File: src/rtl/cpu_trace_pkg.sv
// Shared types and constants for the CPU trace transmitter.
// Optional checksum word is enabled by defining CPU_TRACE_CHECKSUM_EN.
package cpu_trace_pkg;

    typedef enum logic [2:0] {
        IDLE,
        CYC,
        INS,
        REGS,
        CSUM
    } state_t;

    localparam int HALT_OPCODE_DEF = 63;
    localparam int NREGS_DEF       = 32;

    localparam int WORD_CYC   = 0;
    localparam int WORD_INSTR = 1;
    localparam int WORD_REG0  = 2;

`ifdef CPU_TRACE_CHECKSUM_EN
    localparam int CSUM_WORDS = 1;
`else
    localparam int CSUM_WORDS = 0;
`endif

    function automatic int frame_len(input int nregs);
        return nregs + WORD_REG0 + CSUM_WORDS;
    endfunction

    localparam int FRAME_LEN = frame_len(NREGS_DEF);

endpackage

File: src/rtl/cpu_trace_cycle_ctr.sv
// Free-running wrapping cycle counter with asynchronous active-low reset.
module cpu_trace_cycle_ctr #(
    parameter int CNT_W = 32
) (
    input  logic             clk,
    input  logic             rst,
    output logic [CNT_W-1:0] cnt
);

    logic [CNT_W-1:0] r_cnt;

    always_ff @(posedge clk or negedge rst) begin
        if (!rst) r_cnt <= '0;
        else      r_cnt <= r_cnt + CNT_W'(1);
    end

    assign cnt = r_cnt;

endmodule

File: src/rtl/cpu_trace_tx.sv
// Trace transmitter: snapshots cycle/instruction on HLT or dump request and streams
// cycle, instruction, r0..r(NREGS-1) (plus an XOR word when CPU_TRACE_CHECKSUM_EN).
module cpu_trace_tx
    import cpu_trace_pkg::*;
#(
    parameter int DATA_W      = 32,
    parameter int CNT_W       = 32,
    parameter int NREGS       = NREGS_DEF,
    parameter int HALT_OPCODE = HALT_OPCODE_DEF,
    localparam int AW         = (NREGS > 1) ? $clog2(NREGS) : 1,
    localparam int IW         = $clog2(NREGS + 1)
) (
    input  logic              clk,
    input  logic              rst,
    input  logic [DATA_W-1:0] instr,
    input  logic [5:0]        opcode,
    input  logic              dump_req,
    output logic [AW-1:0]     rf_raddr,
    input  logic [DATA_W-1:0] rf_rdata,
    output logic              tx_valid,
    input  logic              tx_ready,
    output logic [DATA_W-1:0] tx_data,
    output logic              tx_last,
    output logic              busy,
    output logic              halted
);

    state_t            r_state;
    state_t            w_state_nxt;
    logic [CNT_W-1:0]  w_cnt;
    logic [DATA_W-1:0] r_snap_instr;
    logic [DATA_W-1:0] r_data;
    logic [IW-1:0]     r_idx;
    logic              r_valid;
    logic              r_last;
    logic              r_busy;
    logic              r_halted;
    logic              r_halt_frame;
    logic              w_is_hlt;
    logic              w_trig;
    logic              w_hs;
    logic              w_done;
    logic              w_regs_done;
`ifdef CPU_TRACE_CHECKSUM_EN
    logic [DATA_W-1:0] r_csum;
`endif

    cpu_trace_cycle_ctr #(.CNT_W(CNT_W)) u_ctr (
        .clk (clk),
        .rst (rst),
        .cnt (w_cnt)
    );

    assign w_is_hlt    = (opcode == 6'(HALT_OPCODE));
    assign w_trig      = (r_state == IDLE) && !r_halted && (w_is_hlt || dump_req);
    assign w_hs        = r_valid && tx_ready;
    assign w_done      = w_hs && r_last;
    assign w_regs_done = (r_idx == IW'(NREGS));

    always_ff @(posedge clk or negedge rst) begin
        if (!rst) r_state <= IDLE;
        else      r_state <= w_state_nxt;
    end

    always_comb begin
        w_state_nxt = r_state;
        rf_raddr    = '0;
        case (r_state)
            IDLE: if (w_trig) w_state_nxt = CYC;
            CYC:  if (w_hs)   w_state_nxt = INS;
            INS:  if (w_hs)   w_state_nxt = REGS;
            REGS: begin
                rf_raddr = r_idx[AW-1:0];
                if (w_done) w_state_nxt = IDLE;
`ifdef CPU_TRACE_CHECKSUM_EN
                else if (w_hs && w_regs_done) w_state_nxt = CSUM;
`endif
            end
            CSUM:    if (w_hs) w_state_nxt = IDLE;
            default: w_state_nxt = IDLE;
        endcase
    end

    // Word registers: each accepted word is replaced by the next one in frame order
    always_ff @(posedge clk or negedge rst) begin
        if (!rst) begin
            r_data       <= '0;
            r_snap_instr <= '0;
            r_idx        <= '0;
            r_valid      <= 1'b0;
            r_last       <= 1'b0;
            r_busy       <= 1'b0;
            r_halted     <= 1'b0;
            r_halt_frame <= 1'b0;
`ifdef CPU_TRACE_CHECKSUM_EN
            r_csum       <= '0;
`endif
        end else if (w_done) begin
            r_valid  <= 1'b0;
            r_last   <= 1'b0;
            r_busy   <= 1'b0;
            r_halted <= r_halted | r_halt_frame;
        end else begin
            case (r_state)
                IDLE: if (w_trig) begin
                    r_data       <= DATA_W'(w_cnt);
                    r_snap_instr <= instr;
                    r_valid      <= 1'b1;
                    r_busy       <= 1'b1;
                    r_halt_frame <= w_is_hlt;
`ifdef CPU_TRACE_CHECKSUM_EN
                    r_csum       <= DATA_W'(w_cnt);
`endif
                end
                CYC: if (w_hs) begin
                    r_data <= r_snap_instr;
`ifdef CPU_TRACE_CHECKSUM_EN
                    r_csum <= r_csum ^ r_snap_instr;
`endif
                end
                INS: if (w_hs) begin
                    r_data <= rf_rdata;
                    r_idx  <= IW'(1);
`ifdef CPU_TRACE_CHECKSUM_EN
                    r_csum <= r_csum ^ rf_rdata;
`else
                    r_last <= (NREGS == 1);
`endif
                end
                REGS: if (w_hs) begin
                    if (!w_regs_done) begin
                        r_data <= rf_rdata;
                        r_idx  <= r_idx + IW'(1);
`ifdef CPU_TRACE_CHECKSUM_EN
                        r_csum <= r_csum ^ rf_rdata;
`else
                        r_last <= (r_idx == IW'(NREGS - 1));
`endif
                    end
`ifdef CPU_TRACE_CHECKSUM_EN
                    else begin
                        // XOR of every word already sent becomes the final word
                        r_data <= r_csum;
                        r_last <= 1'b1;
                    end
`endif
                end
                default: ;
            endcase
        end
    end

    assign tx_valid = r_valid;
    assign tx_data  = r_data;
    assign tx_last  = r_last;
    assign busy     = r_busy;
    assign halted   = r_halted;

endmodule

File: config.mk
export PLATFORM = sky130hd
export DESIGN_NAME = cpu_trace_tx
export DESIGN_NICKNAME = d
export VERILOG_FILES = /design/src/rtl/cpu_trace_pkg.sv /design/src/rtl/cpu_trace_cycle_ctr.sv /design/src/rtl/cpu_trace_tx.sv
export SDC_FILE = /design/constraint.sdc
export NUM_CORES = 1
export LEC_CHECK = 0
export ABC_AREA = 0
export CORE_MARGIN = 2
export CORE_UTILIZATION = 40
export CTS_CLUSTER_DIAMETER = 80
export DETAILED_ROUTE_END_ITERATION = 10
export GPL_TIMING_DRIVEN = 0
export PLACE_DENSITY_LB_ADDON = 0.15
export SYNTH_ARGS = -nofsm -noshare
export SYNTH_HDL_FRONTEND = slang
export SYNTH_SLANG_ARGS = --single-unit
export TNS_END_PERCENT = 100
File: constraint.sdc
create_clock -name clk -period 2.1 [get_ports clk]
set_input_delay 0.42 -clock clk [delete_from_list [all_inputs] [get_ports clk]]
set_output_delay 0.42 -clock clk [all_outputs]
set_load 0.05 [all_outputs]
== Yosys cells after proc, flatten, opt, wreduce, memory -nomap -nowiden ==
Index checks and enable logic that the tools add are counted.
Word-level totals
  register bits: 109
  bits of input ports: 74
  output and inout port bits: 41
  logic and storage cells: 73
Operators by class
  $add $sub $neg: 2
  equal/unequal tests: 17
  multiplexer cells: 25
  bitwise operators: 2
  reductions and logical operators: 18
Operator list (number)
  32-bit 2-to-1 mux: 5
  32-bit case mux with 4 select lines: 1
  32-bit by 1-bit adder with 32-bit output, second input constant: 1
  6-bit 2-to-1 mux: 3
  3-bit 2-to-1 mux: 5
  3-bit case mux with 5 select lines: 1
  2-bit inequality test, second input constant: 7
  6-bit equality test, second input constant: 2
  6-bit case mux with 2 select lines: 1
  5-bit AND reduction: 2
  3-bit inequality test, second input constant: 3
  1-bit 2-to-1 mux: 7
  7-bit AND reduction: 1
  6-bit by 1-bit adder with 6-bit output, second input constant: 1
  3-bit by 2-bit equality test with 1-bit output, second input constant: 2
  6-bit by 5-bit equality test with 1-bit output, second input constant: 1
  2-bit nonzero test: 3
  5-bit 2-to-1 mux: 1
  1-bit logical AND: 4
  4-bit AND reduction: 1
  4-bit nonzero test: 1
  3-bit by 1-bit equality test with 1-bit output, second input constant: 1
  3-bit equality test, second input constant: 1
  3-bit logical NOT: 1
  other kinds (8): 8

== Longest topological paths before layout ==
Gate-level depths: netlist (run 1).
  depth after elaboration: 6
  gate-level depth with buffers: 8
  mapped depth without buffers: 6

== By module ==
Synthesis (run 1) repeated with hierarchy kept, for this count alone.
Unflattened totals
  cells, all modules: 455
  area total of the unflattened synthesis: 5340.1 um^2
Modules (own cells, without submodules)
  cpu_trace_tx: instances 1, cells an instance 328, area each 3861.2 um^2, sequential area each 1901.8 um^2
  cpu_trace_cycle_ctr: instances 1, cells an instance 127, area each 1478.9 um^2, sequential area each 800.8 um^2

== Least setup slack after synthesis (run 1) ==
OpenSTA, ideal clock, no wires.
  path kind: register to register
  start point: register r_state[0]
  end point: register r_snap_instr[10]
  library setup time: 0.125 ns
  arrival: 1.817 ns
  path slack: 0.159 ns
  stages on the path, launching flop included: 8
  path buffers: 3
  cells stage by stage: dfrtp_1 > inv_1 > ha_1 > buf_2 > o2111a_1 > clkbuf_1 > buf_2 > mux2_2
On the way
  word-level cells in the longest chain between the ends: 4
RTL lines
  start: declaration: RTL line cpu_trace_tx.sv:28  | state_t r_state;
  start signal: assignment: RTL line cpu_trace_tx.sv:62  | else r_state <= w_state_nxt;
  3-bit logical NOT *: RTL line cpu_trace_tx.sv:55, cpu_trace_tx.sv:104
  1-bit logical AND (2 in a row): RTL line cpu_trace_tx.sv:55  | assign w_trig = (r_state == IDLE) && !r_halted && (w_is_hlt || dump_req);
  3-bit AND reduction (no source line) *
  end signal: assignment: RTL line cpu_trace_tx.sv:107  | r_snap_instr <= instr;
  end: declaration: RTL line cpu_trace_tx.sv:31  | logic [DATA_W-1:0] r_snap_instr;
Every way passes the cells marked *; elsewhere a longest branch is shown, timed or not.
A chain may end at the register's enable or synchronous reset.

== Worst setup path after layout (run 1) ==
  start point: register r_last (netlist: tx_last)
  end point: output tx_last
RTL lines
  start: declaration: RTL line cpu_trace_tx.sv:35  | logic r_last;
  start signal: assignment: RTL line cpu_trace_tx.sv:127  | r_last <= (NREGS == 1);
  start signal: assignment: RTL line cpu_trace_tx.sv:137  | r_last <= (r_idx == IW'(NREGS - 1));
  end: declaration: RTL line cpu_trace_tx.sv:23  | output logic tx_last,
No word-level cell between the ends.

==> qor.csv, run 1 <==
metric,value,unit
result of the run,"complete, no violations",
Post-Syn Area,5144,sq um
setup repair after global routing missed its margin,true,
post-synth net total,535,
Clock Latency Late Sink,340,ps
post-synthesis to final-layout area growth,34.01,%
part of the Yosys area used for sequential elements,52.54,%
CP Data Required Time,1680,ps
number of vias after detailed routing,3902,
distinct cell type count after synthesis,41,
final wirelength,11900,um
cell taking the most area after synthesis,dfrtp_1,
routed wirelength normalized by instance count,15.72,um
number of global-route vias before repair,4104,
number of synthesized flops with an enable pin,0,
routability-driven placement congestion ratio,0.7679,
number of core rows,41,
Initial Util,40.93,%
total of buffers placed on input and output ports,114,
"Async S/R FF share, synth",100.0,%
Setup crit start kind,flop,
TritonCTS clock tree,done,
ranking of synthesized cells by instance count,"108 x dfrtp_1, 66 x mux2_2, 52 x nand2_1",
average instance area after synthesis,11.33,sq um
instance count of the mapped netlist,454,
most instantiated library cell after synthesis,dfrtp_1,
number of storage elements in the synthesis netlist,108,
cell family with the largest share of critical-path delay,buffers and inverters,
number of DRC violations after detailed routing,0,
maximum vdd drop,0.0003736,V
Root Driver,clkbuf_16,
drt pass-1 iters,4,
Fmax,0.4925,GHz
number of buffers added by the clock tree synthesis step,9,
Worst-path clk slew,70,ps
post-synth top area share,52.54,%
Slew headroom,57.51,%
Finish-stage setup viols,0,
synth top area cells,"dfrtp_1 53%, mux2_2 14%, a22oi_1 4.5%, o21ai_0 3.9%, nand2_1 3.8%",
Hold Fails Final Rpt,0,
final hold slack,86.20,ps
static leakage,2.849,nW
final period utilization,96.68,%
slowest cell on the critical path,clkdlybuf4s50_1,
kind of end point of the critical path,output port,
Hold Path Class,in -> async,
register area,2703,sq um
number of fill cells,1145,
Worst Setup Path Type,reg -> out,
count of antenna diodes in the layout,0,
Synth Flop Type,dfrtp_1,
number of buffers on the longest clock path,2,
initial antenna violation count,0,
global-route congestion overflow total,0,
DPL Wire Length,8695,um
Overall Global Routing Usage,18.11,%
PnR Total Power,3.839,mW
area inside the core boundary,12570,sq um
global-route wire length before repair,20260,um
endpoint arrival time on the critical path,1610,ps
largest net degree at the start of global routing,63,
worst setup slack for register-to-register paths,90,ps
deepest level of the CTS H-tree,3,
clk_skew,9.599,ps
min cycle time layout,2030,ps
Sinks on Clock Net,108,
horizontal extent of the die,117.4,um
fraction of layout cells with a size suffix above 1,21.03,%
count of max-cap constraint violations,0,
DR vias/cell,5.155,
die outline height,117.4,um
largest incremental delay on the critical path,840,ps
number of nets in the layout,662,
Die Area,13780,sq um
1st-iter DRT viols,228,
Final Max Tran Viols,0,
count of buffer and inverter cells on the critical path,1,
Tightest Pin Transition,632.7,ps
cell-by-cell trace of the critical path,clkdlybuf4s50_1,
cts-stage hold buffer count,0,
number of top-level design ports,115,
number of warnings issued by yosys,0,
CP max FO,6,
remaining antenna violation count,0,
area of the multi-input gates,2336,sq um
total power density per cell area,556.9,nW/um^2
-- placed cells by master (no fill, tap or decap), drive strengths merged, types with 3 or more instances in the layout --
cell type	Yosys	final
nand3	14	14
nor3	3	3
inv	10	10
a22oi	31	31
clkbuf	18	29
and2	7	7
o21ai	40	40
dfrtp	108	108
nor4	3	3
or2	4	4
xnor2	21	21
mux2	66	66
and3	4	4
nand4	14	14
nor2	5	5
ha	7	7
buf	9	18
a22o	4	4
and4	3	3
clkdlybuf4s50	0	106
xor2	9	9
nand2	52	52
-- power by group --
part	leakage [nW]	internal, mW	total [mW]	switching [mW]
Clock	0.125	0.835	1.58	0.742
Combinational	1.40	0.123	0.184	0.0612
Sequential	1.33	2.08	2.08	0
Total	2.85	3.04	3.84	0.803
-- timing repair --
| item | in CTS | in global routing |
|---|---|---|
| pin swaps | 0 | 1 |
| buffers inserted | 2 | 3 |
| endpoints found under the setup margin | 74 | 69 |
| gates resized for setup | 45 | 12 |
-- metrics by stage --
| stage | instance area, sq um | worst slack, ps | TNS [ps] | utilization, % | std cells |
|---|---|---|---|---|---|
| floorplan | 5144 | 158.6 | 0 | - | 454 |
| global placement | 6500 | -3635 | -413040 | 51.72 | 740 |
| detailed placement | 6525 | -410.7 | -21930 | 51.92 | 741 |
| CTS | 6854 | 5.688 | 0 | 54.53 | 756 |
| global route | 6893 | -11.00 | -29.04 | 54.84 | 757 |
| finish | 6893 | 69.64 | 0 | 54.84 | 757 |
-- kinds of logic after synthesis --
logic type      Yosys count  synth area share [%]
compound gates           87                 10.95
simple gates            119                 12.28
fa+ha+maj                 7                 1.703
buf+inv                  37                 2.968
mux                      66                 14.45
flops                   108                 52.54
xor+xnor                 30                 5.108
-- path summary, 6_finish.rpt --
check | from | end | depth (start not counted)
hold / removal | rst | r_idx[2]$_DFFE_PN0P_ | 1
min in group clk | r_halt_frame$_DFFE_PN0P_ | halted$_DFFE_PN0P_ | 1
max in group asynchronous | rst | tx_data[9]$_DFFE_PN0P_ | 2
setup / recovery | tx_last$_DFFE_PN0P_ | tx_last | 1
setup reg to reg | r_state[0]$_DFFE_PN0P_ | tx_data[19]$_DFFE_PN0P_ | 7
hold reg to reg | r_halt_frame$_DFFE_PN0P_ | halted$_DFFE_PN0P_ | 1
-- per-layer routing --
layer | GRT usage [%] | vias up | wire, um | share of wire, %
met5 | 0 | - | 0 | 0
met4 | 3.690 | 0 | 97 | 0.81
met3 | 4.475 | 10 | 586 | 4.9
met2 | 30.74 | 98 | 5738 | 48
met1 | 23.66 | 1923 | 5479 | 46
li1 | - | 1871 | - | -
-- final cells by class --
cell class	count	share of cell area, %
multi-input combinational	309	33.89
sequential	108	39.21
timing repair buffer	120	17.19
clock buffer	12	3.576
clock inverter	3	0.3449
tap	172	3.122
inverter	10	0.5446
buffer	23	2.124
-- state kept, by name, indices dropped and copies added (netlist names) --
name and count:
r_snap_instr 32, u_ctr.cnt 32, r_state 2, tx_last 1
busy 1, halted 1, r_idx 6, tx_data 32
r_halt_frame 1
Note: power is estimated with default switching activity, not from simulation.
==> run 2, diff against run 1 <==
--- a/config.mk
+++ b/config.mk
@@ -11,7 +11,9 @@
 export CTS_CLUSTER_DIAMETER = 80
 export DETAILED_ROUTE_END_ITERATION = 10
 export GPL_TIMING_DRIVEN = 0
-export PLACE_DENSITY_LB_ADDON = 0.15
+export PLACE_DENSITY = 0.7
+export REMOVE_ABC_BUFFERS = 1
+export SETUP_SLACK_MARGIN = 0.02
 export SYNTH_ARGS = -nofsm -noshare
 export SYNTH_HDL_FRONTEND = slang
 export SYNTH_SLANG_ARGS = --single-unit
==> run 2 against run 1 <==
Clock skew is 5.3 ps lower. Highest routed layer unchanged. Fmax rose by 0.78%. Combinational power about the same. Flip-flop and latch count unchanged. Setup slack better by 16 ps. First-iteration DRC count fell by 10%. Largest cell class unchanged. Largest power group unchanged. Via count up 1.9%. Cell count decreased by 1.5%.
==> qor.csv, run 2 (same netlist as run 1, synthesis figures left out) <==
metric,value,unit
number of nets in the layout,653,
number of fill cells,1099,
global-route wire length before repair,21010,um
Sinks on Clock Net,108,
final wirelength,13570,um
largest net degree at the start of global routing,56,
clk_skew,4.314,ps
min cycle time layout,2015,ps
result of the run,"complete, no violations",
DPL Wire Length,8005,um
post-synthesis to final-layout area growth,36.46,%
count of antenna diodes in the layout,0,
TritonCTS clock tree,done,
routability-driven placement congestion ratio,0.7352,
Critical R2R Launch,r_state[1]$_DFFE_PN0P_,
number of buffers on the longest clock path,2,
routed wirelength normalized by instance count,18.19,um
number of global-route vias before repair,4126,
Most Crowded Layer GR,met2,
launching element of the worst setup path,tx_last$_DFFE_PN0P_,
die outline height,117.4,um
number of core rows,41,
1st-iter DRT viols,205,
"leading cell type in the layout, fill and taps excluded",dfrtp_1,
Finish-stage setup viols,0,
number of buffers added by the clock tree synthesis step,9,
Worst-path clk slew,60,ps
register area,2704,sq um
Worst Setup Path Type,reg -> out,
area of the multi-input gates,2426,sq um
final hold slack,121.6,ps
Overall Global Routing Usage,19.12,%
initial antenna violation count,0,
remaining antenna violation count,0,
global-route met1 utilization,24.59,%
Setup crit start kind,flop,
cell family with the largest share of critical-path delay,buffers and inverters,
CP max FO,6,
largest incremental delay on the critical path,830,ps
Final Max Tran Viols,0,
Tightest Pin Transition,728.6,ps
deepest level of the CTS H-tree,3,
fraction of layout cells with a size suffix above 1,22.13,%
horizontal extent of the die,117.4,um
Final WS setup,85.42,ps
area inside the core boundary,12570,sq um
cell-by-cell trace of the critical path,clkdlybuf4s50_1,
met3 routing resource usage after global routing,3.599,%
most frequent cells in the layout,"107 x dfrtp_1, 106 x clkdlybuf4s50_1, 66 x mux2_2, 52 x nand2_1, 39 x o21ai_0",
met2 Usage GRT,31.54,%
Die Area,13780,sq um
Hold Path Class,in -> async,
endpoint arrival time on the critical path,1590,ps
maximum vdd drop,0.0003317,V
DR vias/cell,5.330,
slowest cell on the critical path,clkdlybuf4s50_1,
count of max-cap constraint violations,0,
number of top-level design ports,115,
setup repair after global routing missed its margin,false,
number of vias after detailed routing,3976,
Slew headroom,51.43,%
Initial Util,40.93,%
worst setup slack for register-to-register paths,130,ps
kind of end point of the critical path,output port,
total power density per cell area,535.9,nW/um^2
number of DRC violations after detailed routing,0,
Fmax,0.4964,GHz
final period utilization,95.93,%
Root Driver,clkbuf_16,
Hold Fails Final Rpt,0,
Sum Neg Setup Slack,0,ps
Clock Latency Late Sink,350,ps
CP Data Required Time,1680,ps
count of buffer and inverter cells on the critical path,1,
total of buffers placed on input and output ports,114,
global-route congestion overflow total,0,
post-placement setup slack,-984.4,ps
drt pass-1 iters,4,
static leakage,2.854,nW
==> run 2: timing repair <==
action                                  CTS  global route
endpoints found under the setup margin   92            37
gates resized for setup                  37             4
pin swaps                                 4             3
hold buffers                              0             0
setup buffers                             7             7
gates cloned                              1             2
==> run 2: power by group <==
| group | total (mW) | switching, mW | internal, mW |
|---|---|---|---|
| registers | 2.08 | 0 | 2.08 |
| logic | 0.185 | 0.0624 | 0.123 |
| clock network | 1.50 | 0.716 | 0.781 |
==> run 2: final timing paths <==
kind / end / cells past startpoint
worst max-delay path: tx_last / 1
worst min-delay path: r_snap_instr[8]$_DFFE_PN0P_ / 1
worst max register to register: tx_data[24]$_DFFE_PN0P_ / 7
worst min register to register: halted$_DFFE_PN0P_ / 1
max in group asynchronous: r_state[0]$_DFFE_PN0P_ / 2
min in group clk: halted$_DFFE_PN0P_ / 1
==> run 2: area by class of cell <==
cell class,count,share of cell area [%]
clock buffers,10,3.262
clock inverters,3,0.2496
inverters,10,0.5348
multi-input cells,312,34.56
flip-flops and latches,108,38.52
well taps,172,3.066
repair buffers,131,19.80
==> run 2: per-stage QoR <==
step,utilization [%],instance area (sq um),power (mW),instances
after floorplan,-,5029,2.121,427
after global routing,55.85,7019,3.910,746
after global placement,50.80,6385,2.298,713
final,55.85,7019,3.761,746
after CTS,55.14,6930,3.813,737
after detailed placement,51.45,6466,2.306,716
==> run 2: per-layer routing <==
layer	wire [um]	up-vias
met4	435	0
met2	6590	113
li1	-	1864
met3	702	20
met1	5844	1979
met5	0	-
